**src/rtl/alu_pkg.sv**
```systemverilog
// alu_pkg: shared definitions for the multicycle ALU.
//   - opcode encodings (the low ones match the older combinational ALU)
//   - FSM state type
//   - helper telling which opcodes take the iterative path
package alu_pkg;

    localparam logic [3:0] ALU_AND  = 4'b0000;
    localparam logic [3:0] ALU_OR   = 4'b0001;
    localparam logic [3:0] ALU_ADD  = 4'b0010;
    localparam logic [3:0] ALU_SUB  = 4'b0110;
    localparam logic [3:0] ALU_SLT  = 4'b0111;
    localparam logic [3:0] ALU_MUL  = 4'b1000;
    localparam logic [3:0] ALU_DIVU = 4'b1001;
    localparam logic [3:0] ALU_REMU = 4'b1010;

    typedef enum logic [1:0] {IDLE, BUSY, DONE} alu_state_t;

    function automatic logic is_iter(input logic [3:0] op);
        return (op == ALU_MUL) || (op == ALU_DIVU) || (op == ALU_REMU);
    endfunction

endpackage

```
**src/rtl/alu_muldiv_iter.sv**
```systemverilog
// alu_muldiv_iter: one-bit-per-cycle multiply / unsigned divide engine.
//   clk, reset : clock, async active-high reset
//   start      : load operands and mode, begin WIDTH iterations
//   abort      : drop the in-flight operation (counter cleared)
//   op         : opcode sampled at start (MUL, DIVU or REMU)
//   a, b       : operands sampled at start
//   done       : high during the cycle of the last iteration
//   res        : final result, valid together with done (combinational
//                from the last step, so the caller registers it that edge)
module alu_muldiv_iter
    import alu_pkg::*;
#(
    parameter int WIDTH = 64
) (
    input  logic             clk,
    input  logic             reset,
    input  logic             start,
    input  logic             abort,
    input  logic [3:0]       op,
    input  logic [WIDTH-1:0] a,
    input  logic [WIDTH-1:0] b,
    output logic             done,
    output logic [WIDTH-1:0] res
);
    localparam int CNT_W = $clog2(WIDTH + 1);

    // acc  : product (MUL) or partial remainder (DIV)
    // opnd : multiplicand shifted left (MUL) or fixed divisor (DIV)
    // shreg: multiplier shifted right (MUL) or dividend-in / quotient-out (DIV)
    logic [WIDTH-1:0] acc, opnd, shreg;
    logic [CNT_W-1:0] cnt;
    logic             is_mul, is_rem;

    logic [WIDTH-1:0] acc_nx, opnd_nx, shreg_nx;
    logic [WIDTH:0]   r_sh, trial;

    always_comb begin
        r_sh     = {acc, shreg[WIDTH-1]};
        trial    = r_sh - {1'b0, opnd};
        acc_nx   = acc;
        opnd_nx  = opnd;
        shreg_nx = shreg;
        if (is_mul) begin
            acc_nx   = shreg[0] ? acc + opnd : acc;
            opnd_nx  = opnd << 1;
            shreg_nx = shreg >> 1;
        end else if (!trial[WIDTH]) begin
            // trial subtraction fits: keep it and shift in a 1 quotient bit
            acc_nx   = trial[WIDTH-1:0];
            shreg_nx = {shreg[WIDTH-2:0], 1'b1};
        end else begin
            acc_nx   = r_sh[WIDTH-1:0];
            shreg_nx = {shreg[WIDTH-2:0], 1'b0};
        end
    end

    // Divide by zero falls out naturally: every trial succeeds, so the
    // quotient is all ones and the remainder collects the dividend bits.
    assign done = (cnt == CNT_W'(1));
    assign res  = (is_mul || is_rem) ? acc_nx : shreg_nx;

    always_ff @(posedge clk or posedge reset) begin
        if (reset) begin
            acc    <= '0;
            opnd   <= '0;
            shreg  <= '0;
            cnt    <= '0;
            is_mul <= 1'b0;
            is_rem <= 1'b0;
        end else if (abort) begin
            cnt <= '0;
        end else if (start) begin
            acc    <= '0;
            opnd   <= (op == ALU_MUL) ? a : b;
            shreg  <= (op == ALU_MUL) ? b : a;
            cnt    <= CNT_W'(WIDTH);
            is_mul <= (op == ALU_MUL);
            is_rem <= (op == ALU_REMU);
        end else if (cnt != '0) begin
            acc   <= acc_nx;
            opnd  <= opnd_nx;
            shreg <= shreg_nx;
            cnt   <= cnt - CNT_W'(1);
        end
    end

endmodule

```
**src/rtl/alu_seq.sv**
```systemverilog
// alu_seq: multicycle ALU with valid/ready handshake.
//   clk, reset          : clock, async active-high reset
//   in_valid / in_ready : operation offer / accept (ready only in IDLE)
//   a, b, ALUOp         : operands and opcode, sampled at accept
//   kill                : abort in-flight op (BUSY/DONE); blocks accept in IDLE
//   out_valid/out_ready : result hand-off (valid only in DONE)
//   Result, zero, Less  : registered result and flags
module alu_seq
    import alu_pkg::*;
#(
    parameter int WIDTH = 64
) (
    input  logic             clk,
    input  logic             reset,
    input  logic             in_valid,
    output logic             in_ready,
    input  logic [WIDTH-1:0] a,
    input  logic [WIDTH-1:0] b,
    input  logic [3:0]       ALUOp,
    input  logic             kill,
    output logic             out_valid,
    input  logic             out_ready,
    output logic [WIDTH-1:0] Result,
    output logic             zero,
    output logic             Less
);
    alu_state_t       state, state_nx;
    logic [WIDTH-1:0] sc_res, res_d, it_res;
    logic             slt, less_d, load, start, it_done;

    alu_muldiv_iter #(.WIDTH(WIDTH)) u_iter (
        .clk   (clk),
        .reset (reset),
        .start (start),
        .abort (kill && (state == BUSY)),
        .op    (ALUOp),
        .a     (a),
        .b     (b),
        .done  (it_done),
        .res   (it_res)
    );

    // single-cycle datapath, straight from the accept-cycle operands
    always_comb begin
        slt = ($signed(a) < $signed(b));
        case (ALUOp)
            ALU_AND: sc_res = a & b;
            ALU_OR:  sc_res = a | b;
            ALU_ADD: sc_res = a + b;
            ALU_SUB: sc_res = a - b;
            ALU_SLT: sc_res = {{(WIDTH-1){1'b0}}, slt};
            default: sc_res = '0;
        endcase
    end

    always_comb begin
        state_nx = state;
        start    = 1'b0;
        load     = 1'b0;
        res_d    = sc_res;
        less_d   = 1'b0;
        case (state)
            IDLE: begin
                if (in_valid && !kill) begin
                    if (is_iter(ALUOp)) begin
                        start    = 1'b1;
                        state_nx = BUSY;
                    end else begin
                        load     = 1'b1;
                        // SLT reports the compare outcome, not bit WIDTH-1
                        less_d   = (ALUOp == ALU_SLT) ? slt : sc_res[WIDTH-1];
                        state_nx = DONE;
                    end
                end
            end
            BUSY: begin
                if (kill) begin
                    state_nx = IDLE;
                end else if (it_done) begin
                    load     = 1'b1;
                    res_d    = it_res;
                    less_d   = it_res[WIDTH-1];
                    state_nx = DONE;
                end
            end
            DONE: begin
                if (kill || out_ready)
                    state_nx = IDLE;
            end
            default: state_nx = IDLE;
        endcase
    end

    always_ff @(posedge clk or posedge reset) begin
        if (reset) begin
            state  <= IDLE;
            Result <= '0;
            zero   <= 1'b1;
            Less   <= 1'b0;
        end else begin
            state <= state_nx;
            if (load) begin
                Result <= res_d;
                zero   <= (res_d == '0);
                Less   <= less_d;
            end
        end
    end

    assign in_ready  = (state == IDLE);
    assign out_valid = (state == DONE);

endmodule

```
**config.mk**
```make
export PLATFORM = sky130hd
export DESIGN_NAME = alu_seq
export DESIGN_NICKNAME = d
export VERILOG_FILES = /design/src/rtl/alu_pkg.sv /design/src/rtl/alu_muldiv_iter.sv /design/src/rtl/alu_seq.sv
export SDC_FILE = /design/constraint.sdc
export NUM_CORES = 2
export LEC_CHECK = 0
export CAP_MARGIN = 25
export CORE_UTILIZATION = 50
export DETAILED_ROUTE_END_ITERATION = 10
export PLACE_DENSITY = 0.69
export SLEW_MARGIN = 25
export SYNTH_ARGS = -nofsm -noshare
export SYNTH_HDL_FRONTEND = slang
export SYNTH_SLANG_ARGS = --single-unit
export TNS_END_PERCENT = 5
```
**constraint.sdc**
```tcl
create_clock -name clk -period 24.6 [get_ports clk]
set_input_delay 2.46 -clock clk [delete_from_list [all_inputs] [get_ports clk]]
set_output_delay 2.46 -clock clk [all_outputs]
set_load 0.05 [all_outputs]
```
==> metrics.txt <==
GPL Wtd Cong=1.06; Synthesis Warnings=0; final setup TNS=0 ns; starting DRC count in detailed routing=6440; Hold Buf Count CTS=0; Rel. slew slack=22.5%; reg-to-reg startpoint=u_iter.shreg[63]; ys flop type=dfrtp_1; Sw Ratio=56.2%; router iterations before antenna repair=8; total routed wirelength=166000 µm; Req. time, crit path=25.11 ns; pre-CTS WS=16.61 ns; adder-cell share of the synthesized area=11.7%; RSZ-0062 raised after global routing=no; vias in the first global route=36450; CP peak stage delay=0.89 ns; Mapped Cells=5124; top area cells in the synthesized netlist=dfrtp_1 (19%), ha_1 (11%), a21oi_1 (10%); Yosys top cell area share=18.9%; Post-synth EDFFs=0; Compound-Gate Fraction of Synth Area=33.7%; cell family with most CP delay=simple AND/OR/NAND/NOR gates; Critical Path Start Type=input pin; XOR/XNOR Fraction of Synth Area=3.94%; TritonCTS clock tree=built; Worst Path Arrival=8.27 ns; Buffers & Inverters on Critical Path=3; H-tree depth=1; CTS clk-pin slew, worst paths=0.07 ns; power per standard cell area=120 mW/mm²; vias per cell=6.78; clock sinks=269; initial antenna violation count=12; largest net degree at the start of global routing=165; Simple-Gate Fraction of Synth Area=21.7%; Period minus WS final=7.76 ns; slack of the worst reg-to-reg path=18.05 ns; IO Pins=205; sequential share of power=18.9%; Final WS setup=16.84 ns; Max clock buf depth=3; hold_sp=Result[27]; post-layout net count=5560; Seq/Total Area, Yosys=19.0%; CP Capture Type=register; Die ar.=0.0720 mm²; Die Height=268 µm; leading area contributor after synthesis=dfrtp_1; count of input and output buffers=204; Rows=97; Initial Utilization=50.6%; Fill cells=7020; Post-synth ARST share=100%; post-synthesis mux area share=3.24%; status=finished clean; Unique masters post-synth=102; Max Cap Viol=0; DP HPWL=130000 µm; mean post-synth cell area=6.92 µm²; first-pass GRT wire length=240000 µm; Max Slew Vio Count=0; Synth-to-Final Area Change=10.1%; antenna viol nets, final=0; Net Sw Power=0.00264 W; # setup viols final=0; Mapped Nets=5590; Die Wd=268 µm; share of cells above drive strength 1=4.65%; worst-case clock skew=0.0283 ns; CTS Buf Count=29; Max Fanout on Critical Path=9; internal power consumption=0.00205 W; Core ar.=0.0701 mm²; fmax=129 MHz; routed vias=41094; static leakage=16.3 nW; VDD IR max=116 µV; clock network fraction of design power=10.3%; actual slew at the worst max-slew pin=1.15 ns; Combinational Power Share=70.8%; post-DR wirelength/cell=27.4 µm; Crit-path slowest cell=nor4_1; Cell Area, Synth=0.0355 mm²; Tot GR Track Use=44.6%; Worst setup startpoint=a[9]; critical path, cell by cell=clkdlybuf4s50_1 -> inv_1 -> ha_1 -> inv_1 -> a21oi_1 -> o311ai_0 -> nor2_1 -> or4_1 -> a31oi_1 -> nor3_1 -> nor4_1 -> o32a_1 -> nand3_1 -> nor4_1 -> and4_1 -> nand4_1 -> o21ai_1; Hold Crit Class=register to register; post-cts sizing count=0; Post CTS Setup Buffer Count=0; Synth Register Bits=269; grt ovf=0; Worst-Skew Late Latency=0.60 ns; Fin. Hold Viols=0; largest family of logic cells by synthesized area=compound AO/OA/AOI/OAI gates; Final period util=31.6%; critical path class=input pin to register; clock root cell=clkbuf_16; Remaining DRCs=0
-- metrics by stage --
| stage | instances | hold WS [ns] | total power, W | area [µm²] | utilization [%] |
|---|---|---|---|---|---|
| 6_report | 6061 | 0.466 | 0.00469 | 39100 | 55.7 |
| 5_1_grt | 6061 | 0.489 | 0.00497 | 39100 | 55.7 |
| 4_1_cts | 6054 | 0.468 | 0.00454 | 39000 | 55.6 |
| 3_5_place_dp | 6001 | 0.456 | 0.00404 | 38000 | 54.1 |
| 3_3_place_gp | 6000 | 0.451 | 0.00402 | 38000 | 54.1 |
| 2_1_floorplan | 5124 | 0.478 | 0.00304 | 35500 | - |
-- cell families (layout without fill, tap and decap cells) --
logic type / after synthesis / after routing
compound gates: 1916 / 1916
xor+xnor: 158 / 158
other cells: 0 / 5
flops: 269 / 269
mux: 109 / 109
fa+ha+maj: 329 / 329
simple gates: 1721 / 1721
buf+inv: 622 / 614
-- layout by cell type (no fill, tap or decap), drive strengths merged, types with 19 or more instances in the layout --
master           n
buf             54
ha             325
a21o            72
inv            305
clkdlybuf4s50  203
o22ai           59
mux2            46
mux2i           63
o21bai          39
dfrtp          268
o221ai          24
xnor2          103
nor4            49
a22oi           19
nor2b           44
or3             29
nand2          750
o21a            52
clkbuf          43
nand2b          25
nor3            90
a21oi          728
a211oi          69
nand4           82
a22o            24
xor2            55
o21ai          404
o31ai           65
nand3           73
a221oi          28
and3            21
o211ai          69
or2             22
a31oi           62
nor2           457
-- power groups by stage --
stage	clock network [W]	registers (W)	logic, W
after floorplan	0	0.000838	0.00220
after global placement	0	0.000870	0.00315
after detailed placement	0	0.000873	0.00317
after CTS	0.000480	0.000867	0.00319
after global routing	0.000498	0.000898	0.00357
final	0.000483	0.000888	0.00332
-- synthesized netlist by cell type (15+ instances only) --
master and number:
nand2_1 750, a21oi_1 723, nor2_1 457, o21ai_0 380, ha_1 325, inv_1 301, dfrtp_1 268, clkbuf_1 233
xnor2_1 102, nor3_1 90, nand4_1 81, nand3_1 73, a21o_1 72, o211ai_1 68, a211oi_1 64, o31ai_1 64
mux2i_1 63, a31oi_1 61, o22ai_1 59, xor2_1 54, o21a_1 52, nor4_1 47, mux2_2 46, nor2b_1 44
buf_1 42, o21bai_1 38, buf_2 36, or3_1 29, a221oi_1 27, nand2b_1 25, a22o_1 24, o21ai_1 23
o221ai_1 23, or2_2 22, and3_1 21, a22oi_1 19, a311oi_1 16, and2_1 16, o2111ai_1 16, a211o_1 15
-- worst reg2reg max path, delay by kind of cell (launching register included) --
kind / cells / cell delay [ns]
compound gates: 7 / 2.43
simple gates: 6 / 1.15
buf+inv: 3 / 1.12
fa+ha+maj: 2 / 0.72
xor+xnor: 1 / 0.58
flops: 1 / 0.52
-- state kept, by name, summed over array words and instances, names as in the netlist --
name	count
Less	1
Result	64
state	2
u_iter.acc	64
u_iter.cnt	7
u_iter.is_mul	1
u_iter.is_rem	1
u_iter.opnd	64
u_iter.shreg	64
zero	1
-- path summary, 6_finish.rpt --
kind                                       end  cells past startpoint
max in group asynchronous       u_iter.acc[55]                      4
worst max-delay path                      zero                     17
worst min register to register      Result[27]                      2
worst min-delay path                Result[27]                      2
worst max register to register            zero                     19
min in group asynchronous       u_iter.opnd[5]                      2
-- layout make-up --
class | count | area [µm²] | area share [%]
Multi-Input combinational cell | 4233 | 26500 | 67.8
Tap cell | 940 | 1180 | 3.01
Antenna cell | 5 | 12.5 | 0.0320
Sequential cell | 269 | 6740 | 17.3
Timing Repair Buffer | 257 | 2500 | 6.40
Clock inverter | 10 | 185 | 0.474
Inverter | 304 | 1150 | 2.94
Clock buffer | 43 | 818 | 2.10
-- layer usage --
| layer | vias to the layer above | GRT usage, % | routed length (µm) |
|---|---|---|---|
| li1 | 18530 | - | - |
| met2 | 2821 | 59.8 | 63400 |
| met5 | - | 1.69 | 211 |
| met1 | 19381 | 66.4 | 71200 |
| met4 | 10 | 15.7 | 6920 |
| met3 | 352 | 12.8 | 24300 |
No activity file was read; power rests on OpenSTA's default activity.
